### config.mk
export PLATFORM = sky130hd
export DESIGN_NAME = coherence_ctrl_array
export DESIGN_NICKNAME = d
export VERILOG_FILES = /design/src/rtl/coherence_pkg.sv /design/src/rtl/coherence_next_state.sv /design/src/rtl/coherence_ctrl_array.sv
export SDC_FILE = /design/constraint.sdc
export NUM_CORES = 1
export LEC_CHECK = 0
export CAP_MARGIN = 20
export CORE_MARGIN = 5
export CORE_UTILIZATION = 30
export DETAILED_ROUTE_END_ITERATION = 12
export GPL_TIMING_DRIVEN = 0
export SLEW_MARGIN = 0
export SYNTH_ARGS = -nofsm -noshare
export SYNTH_HDL_FRONTEND = slang
export SYNTH_SLANG_ARGS = --single-unit
### constraint.sdc
create_clock -name clock -period 2.3 [get_ports clock]
set_input_delay 0.23 -clock clock [delete_from_list [all_inputs] [get_ports clock]]
set_output_delay 0.23 -clock clock [all_outputs]
set_load 0.03 [all_outputs]
### src/rtl/coherence_pkg.sv
// Shared encodings for the MSI snooping coherence controller:
// line states, CPU actions and bus/snoop message opcodes.
package coherence_pkg;

    localparam logic [1:0] ST_INVALID   = 2'b00;
    localparam logic [1:0] ST_SHARED    = 2'b01;
    localparam logic [1:0] ST_EXCLUSIVE = 2'b10;

    localparam logic [2:0] ACT_NONE    = 3'b000;
    localparam logic [2:0] ACT_RD_HIT  = 3'b001;
    localparam logic [2:0] ACT_RD_MISS = 3'b010;
    localparam logic [2:0] ACT_WR_HIT  = 3'b011;
    localparam logic [2:0] ACT_WR_MISS = 3'b100;

    localparam logic [2:0] BUS_NONE    = 3'b000;
    localparam logic [2:0] BUS_RD_MISS = 3'b001;
    localparam logic [2:0] BUS_WR_MISS = 3'b010;
    localparam logic [2:0] BUS_INV     = 3'b011;

endpackage

### src/rtl/coherence_next_state.sv
// Combinational MSI transition function for a single cache line.
// Snoop and CPU are never selected together on one line (CPU stalls).
module coherence_next_state
    import coherence_pkg::*;
(
    input  logic [1:0] state,
    input  logic       cpu_sel,
    input  logic [2:0] cpu_action,
    input  logic       snoop_sel,
    input  logic [2:0] snoop_op,
    output logic [1:0] next_state,
    output logic [2:0] bus_op,
    output logic       writeback
);

    logic [1:0] cur;

    // Encoding 11 is illegal and behaves as Invalid when the line updates.
    assign cur = (state == 2'b11) ? ST_INVALID : state;

    // Snoop traffic takes priority; otherwise apply the accepted CPU action.
    always_comb begin
        next_state = state;
        bus_op     = BUS_NONE;
        writeback  = 1'b0;
        if (snoop_sel) begin
            next_state = cur;
            case (cur)
                ST_SHARED: begin
                    if (snoop_op == BUS_WR_MISS || snoop_op == BUS_INV)
                        next_state = ST_INVALID;
                end
                ST_EXCLUSIVE: begin
                    if (snoop_op == BUS_RD_MISS) begin
                        next_state = ST_SHARED;
                        writeback  = 1'b1;
                    end else if (snoop_op == BUS_WR_MISS) begin
                        next_state = ST_INVALID;
                        writeback  = 1'b1;
                    end else if (snoop_op == BUS_INV) begin
                        next_state = ST_INVALID;
                    end
                end
                default: ;
            endcase
        end else if (cpu_sel) begin
            next_state = cur;
            case (cur)
                ST_INVALID: begin
                    if (cpu_action == ACT_RD_MISS) begin
                        next_state = ST_SHARED;
                        bus_op     = BUS_RD_MISS;
                    end else if (cpu_action == ACT_WR_MISS) begin
                        next_state = ST_EXCLUSIVE;
                        bus_op     = BUS_WR_MISS;
                    end
                end
                ST_SHARED: begin
                    if (cpu_action == ACT_RD_MISS) begin
                        bus_op = BUS_RD_MISS;
                    end else if (cpu_action == ACT_WR_HIT) begin
                        next_state = ST_EXCLUSIVE;
                        bus_op     = BUS_INV;
                    end else if (cpu_action == ACT_WR_MISS) begin
                        next_state = ST_EXCLUSIVE;
                        bus_op     = BUS_WR_MISS;
                    end
                end
                ST_EXCLUSIVE: begin
                    if (cpu_action == ACT_RD_MISS) begin
                        next_state = ST_SHARED;
                        bus_op     = BUS_RD_MISS;
                        writeback  = 1'b1;
                    end else if (cpu_action == ACT_WR_MISS) begin
                        bus_op    = BUS_WR_MISS;
                        writeback = 1'b1;
                    end
                end
                default: ;
            endcase
        end
    end

endmodule

### src/rtl/coherence_ctrl_array.sv
// Per-line MSI snooping controller: state array, bus request handshake
// and writeback pulse generation with a one-entry CPU holding slot.
module coherence_ctrl_array
    import coherence_pkg::*;
#(
    parameter int         NUM_LINES  = 4,
    parameter int         IDX_W      = $clog2(NUM_LINES),
    parameter logic [1:0] INIT_STATE = 2'b00
) (
    input  logic                   clock,
    input  logic                   reset,
    input  logic                   cpu_valid,
    output logic                   cpu_ready,
    input  logic [2:0]             cpu_action,
    input  logic [IDX_W-1:0]       cpu_index,
    input  logic                   snoop_valid,
    input  logic [2:0]             snoop_op,
    input  logic [IDX_W-1:0]       snoop_index,
    output logic                   bus_valid,
    output logic [2:0]             bus_op,
    output logic [IDX_W-1:0]       bus_index,
    input  logic                   bus_grant,
    output logic                   writeback_block,
    output logic [IDX_W-1:0]       writeback_index,
    output logic [2*NUM_LINES-1:0] line_state
);

    logic [1:0]           line_q [NUM_LINES];
    logic [1:0]           line_d [NUM_LINES];
    logic [2:0]           op_d   [NUM_LINES];
    logic [NUM_LINES-1:0] wb_d;
    logic                 accept;
    logic                 cpu_wb;
    logic                 snoop_wb;
    logic [2:0]           new_op;
    logic                 hold_valid;
    logic [IDX_W-1:0]     hold_index;

    assign cpu_ready = !bus_valid && !(snoop_valid && snoop_index == cpu_index);
    assign accept    = cpu_valid && cpu_ready;
    assign new_op    = op_d[cpu_index];
    assign cpu_wb    = accept && wb_d[cpu_index];
    assign snoop_wb  = snoop_valid && wb_d[snoop_index];

    for (genvar gi = 0; gi < NUM_LINES; gi++) begin : g_line
        coherence_next_state u_ns (
            .state      (line_q[gi]),
            .cpu_sel    (accept && cpu_index == IDX_W'(gi)),
            .cpu_action (cpu_action),
            .snoop_sel  (snoop_valid && snoop_index == IDX_W'(gi)),
            .snoop_op   (snoop_op),
            .next_state (line_d[gi]),
            .bus_op     (op_d[gi]),
            .writeback  (wb_d[gi])
        );
        assign line_state[2*gi +: 2] = line_q[gi];
    end

    // Line state array.
    always_ff @(posedge clock) begin
        for (int i = 0; i < NUM_LINES; i++) begin
            if (reset) line_q[i] <= INIT_STATE;
            else       line_q[i] <= line_d[i];
        end
    end

    // Bus message register: loaded on a CPU acceptance, held until granted.
    always_ff @(posedge clock) begin
        if (reset) begin
            bus_valid <= 1'b0;
            bus_op    <= BUS_NONE;
            bus_index <= '0;
        end else if (bus_valid) begin
            if (bus_grant) begin
                bus_valid <= 1'b0;
                bus_op    <= BUS_NONE;
            end
        end else if (accept && new_op != BUS_NONE) begin
            bus_valid <= 1'b1;
            bus_op    <= new_op;
            bus_index <= cpu_index;
        end
    end

    // Writeback pulse: snoop first, then a held CPU writeback, then a new one.
    always_ff @(posedge clock) begin
        if (reset) begin
            writeback_block <= 1'b0;
            writeback_index <= '0;
            hold_valid      <= 1'b0;
            hold_index      <= '0;
        end else if (snoop_wb) begin
            writeback_block <= 1'b1;
            writeback_index <= snoop_index;
            if (cpu_wb) begin
                hold_valid <= 1'b1;
                hold_index <= cpu_index;
            end
        end else if (hold_valid) begin
            writeback_block <= 1'b1;
            writeback_index <= hold_index;
            hold_valid      <= cpu_wb;
            if (cpu_wb) hold_index <= cpu_index;
        end else if (cpu_wb) begin
            writeback_block <= 1'b1;
            writeback_index <= cpu_index;
        end else begin
            writeback_block <= 1'b0;
        end
    end

endmodule

==> results.md <==
Setup path:
- The number of buffers and inverters on the critical path is 1.
- The critical path arrival is 2.42 ns.
- The library cell contributing the largest single delay on the critical path is sky130_fd_sc_hd__or4b_4.
- The instance count on the critical path is 7.
- The peak per-stage delay on the critical path is 0.55 ns.
- Data on the critical path is required at its endpoint by 2.51 ns.
- The worst reg-to-reg path cell count is 7.
- Walking the worst path, the cells encountered are clkdlybuf4s50_1, xnor2_2, or4b_4, a211o_1, a31oi_4, o21a_2, mux2i_1.
- The critical path is of the input pin to flop type.
- The kind of launch point of the worst setup path is an input pin.
- The type of destination of the critical path is a flop.
- The cell family contributing the most delay on the critical path is compound AO/OA/AOI/OAI gates.
- The top fanout value on the critical path is 5.

Die:
- The die outline area is 0.00865 sq mm.
- The width of the die is 93.0 um.
- In this run the core area contains 30 standard-cell rows.
- The count of boundary I/O pins is 33.
- The initial utilization of the core area, before any placement, comes to 30.6%.
- In this run the standard cell core region covers 0.00676 sq mm.
- In this run the vertical extent of the chip is 93.0 um.

GRT:
- The global route total overflow is 0.
- The via count of the first global-routing pass is 2024.
- The number of antenna violations at the first check in global routing is 0.
- The wire length of the first global-routing pass is 10.0 mm.
- The combined global-route utilization of all metal layers is 14.5%.
- The pin count of the biggest net entering global routing is 12.

Routing:
- Dividing the detail-routed via count by the number of cells gives 5.62.
- After detailed routing, the average wire length per cell comes to 16.4 um.
- The remaining number of nets flagged by the antenna check after routing is 0.
- For this run, the detailed router's first-pass iteration total came to 4.
- The routed design has 6.23 mm of wire.
- The DRC violations left is 0.
- The iteration-0 DRC count of the detailed router is 130.
- For this block, the via count after detailed routing is 2141.

Placed design:
- The setup slack after placement is -0.432 ns.
- The placed wire-length estimate after detailed placement is 4.69 mm.
- The count of buffers added on input and output ports is 27.
- The weighted congestion at the end of routability-driven global placement is 0.918.

CTS:
- TritonCTS built the clock tree.
- Clock tree synthesis inserted a total of 3 buffers.
- The clock latency of the later-clocked register in the worst-skew pair is 0.27 ns.
- The clock transition at the registers of the reported paths is 0.08 ns.
- The root buffer cell is sky130_fd_sc_hd__clkbuf_8.
- The maximum clock insertion buffer count is 2.
- The level count of the clock H-tree is 1.
- For this design, the sink count on the clock tree is 19.

STA:
- Headroom to the max-slew limit came out at 55.8%.
- The worst-case setup margin in the final layout is 0.0905 ns.
- The final clock skew is 0.00335 ns.
- The setup-violating endpoint count in the final report is 0.
- Of the available clock period, the critical path in the final layout requires 96.1%.
- Final hold analysis gives a worst-case slack of 0.420 ns.
- The hold violation count in the final report is 0.
- The final max-slew violation count is 0.
- The maximum operating frequency is 0.453 GHz.
- Adding up every negative setup slack in the final design gives 0 ns.
- At the pin with the least slew margin, the transition time is 0.663 ns.
- The shortest clock period the worst path allows after layout is 2.21 ns.

Pwr:
- For this design the ratio of total power to cell area is 366 mW/mm^2.
- The analysis attributes to cell leakage a power of 0.000903 uW.
- The maximum resistive drop on vdd is 0.177 mV.

Synthesis:
- The cell count after synthesis came out at 269.
- Synthesis inferred 19 register bits.
- The net count after synthesis is 296.
- The average instance area after synthesis is 7.68 sq um.
- The area of the mapped netlist is 0.00207 sq mm.
- The portion of synthesized cell area occupied by the leading cell type is 18.4%.
- The most used flip-flop cell after synthesis is sky130_fd_sc_hd__dfxtp_1.
- The library cell with the highest instance count after synthesis is sky130_fd_sc_hd__nand2_1.
- The library cell with the largest summed area after synthesis is sky130_fd_sc_hd__dfxtp_1.
- Ranked by total cell area, the synthesized netlist is headed by sky130_fd_sc_hd__dfxtp_1 18%, sky130_fd_sc_hd__ha_1 7.3%, sky130_fd_sc_hd__o21ai_0 5.3%.
- After synthesis, the most frequently instantiated cells are 24 x sky130_fd_sc_hd__nand2_1, 22 x sky130_fd_sc_hd__o21ai_0, 19 x sky130_fd_sc_hd__dfxtp_1.
- Counting flops with an async set or reset pin after synthesis yields a share of 0%.
- The number of warnings printed during yosys synthesis is 0.
- The part of the Yosys area used for sequential elements is 18.4%.
- The number of different library cells used by synthesis comes to 66.
- In this run, synthesis inferred 0 flip-flops with an integrated enable.

Final layout:
- The synthesis-to-finish area growth is 24.4%.
- The utilization after layout is 38.1%.
- The total of fill cells in the finished design is 716.
- The net count of the finished layout is 329.
- The share of cells above drive strength 1 is 15.3%.
- The number of antenna cells inserted is 0.

Min path:
- Counting instances, the worst hold path has a depth of 4.
- The path class of the tightest hold or removal check is input pin to flop.

Run:
- The max capacitance violation total is 0.

Run status:
- The flow ran to the end, and the final reports show no timing, DRC or antenna violations.
-- registers in the layout, summed over array words and instances, names as in the netlist --
name / flops
bus_op: 2
hold_index: 2
line_q: 8
writeback_index: 2
bus_valid: 1
hold_valid: 1
writeback_block: 1
bus_index: 2
-- through the flow --
| step | instances | total power, uW | instance area (sq um) |
|---|---|---|---|
| after floorplan | 269 | 573 | 2070 |
| after global placement | 376 | 674 | 2440 |
| after detailed placement | 376 | 677 | 2440 |
| after CTS | 380 | 937 | 2500 |
| after global routing | 381 | 992 | 2570 |
| final | 381 | 940 | 2570 |
-- area by class of cell --
| type | instances | area (sq um) | share of cell area [%] |
|---|---|---|---|
| inverter | 18 | 67.6 | 2.63 |
| tap | 80 | 100 | 3.89 |
| sequential | 19 | 380 | 14.8 |
| timing repair buffer | 28 | 280 | 10.9 |
| clock buffer | 3 | 41.3 | 1.61 |
| buffer | 16 | 88.8 | 3.45 |
| multi-input combinational | 216 | 1610 | 62.5 |
| clock inverter | 1 | 5.00 | 0.195 |
-- placed cells by master (no fill, tap or decap), drive strengths merged, types with 3 or more instances in the layout --
master         Yosys  routed
dfxtp             19      19
mux2i              8       8
ha                12      12
clkbuf             8      10
and2               3       3
nor3               5       5
nand2b             5       5
nand3b             3       3
nand3              9       9
or2                3       3
nor2              17      17
clkdlybuf4s50      0      23
nand2             24      24
xnor2              4       4
nor3b              4       4
mux2               3       3
nand4b             3       3
a21o               3       3
nor2b              3       3
o22ai              4       4
a31oi              6       6
buf                8      10
o21ai             22      22
or3b               5       5
inv               17      17
a21oi             18      18
o211ai             8       8
o311ai             5       5
-- report_power, final --
part / switching, uW / internal (uW)
Sequential: 10.3 / 341
Clock: 136 / 121
Combinational: 196 / 135
-- path summary, 6_finish.rpt --
kind                  startpoint            end  slack, ns
hold / removal    snoop_index[0]   line_q[0][1]       0.42
setup / recovery     snoop_op[1]  hold_index[0]       0.09
hold reg to reg    hold_index[1]  hold_index[1]       0.47
setup reg to reg    line_q[2][0]  hold_index[0]       0.12
-- worst register-to-register path: stages (launching register included) --
cell and delay [ns]:
sky130_fd_sc_hd__dfxtp_1 0.35, sky130_fd_sc_hd__inv_1 0.13, sky130_fd_sc_hd__ha_4 0.20, sky130_fd_sc_hd__or4b_4 0.48
sky130_fd_sc_hd__a211o_1 0.34, sky130_fd_sc_hd__a31oi_4 0.23, sky130_fd_sc_hd__o21a_2 0.20, sky130_fd_sc_hd__mux2i_1 0.17
-- routing by layer --
metal  vias to the layer above  wire length [um]  GRT usage (%)
li1                       1069                 -              -
met1                       994              2790           18.9
met2                        68              2980           24.1
met3                        10               321           1.93
met4                         0               145           5.74
met5                         -                 0              0
-- repair_timing --
item | CTS | global route
hold buffers | 0 | 0
pin swaps | 0 | 3
setup endpoints to repair | 9 | 15
cloned | 0 | 0
setup buffers | 0 | 1
resized for setup | 7 | 16
-- cell families (layout without fill, tap and decap cells) --
logic type               count (synthesis)  in the layout  share of synthesized area [%]
XOR/XNOR                                 4              4                           1.69
other                                    1              1                          0.181
multiplexers                            11             11                           5.51
flip-flops                              19             19                           18.4
AND/OR/NAND/NOR                         97             97                           28.5
adder cells (fa/ha/maj)                 12             12                           7.26
AO/OA/AOI/OAI                           91             91                           31.0
buffers and inverters                   34             66                           7.51
No activity file was read; power rests on OpenSTA's default activity.
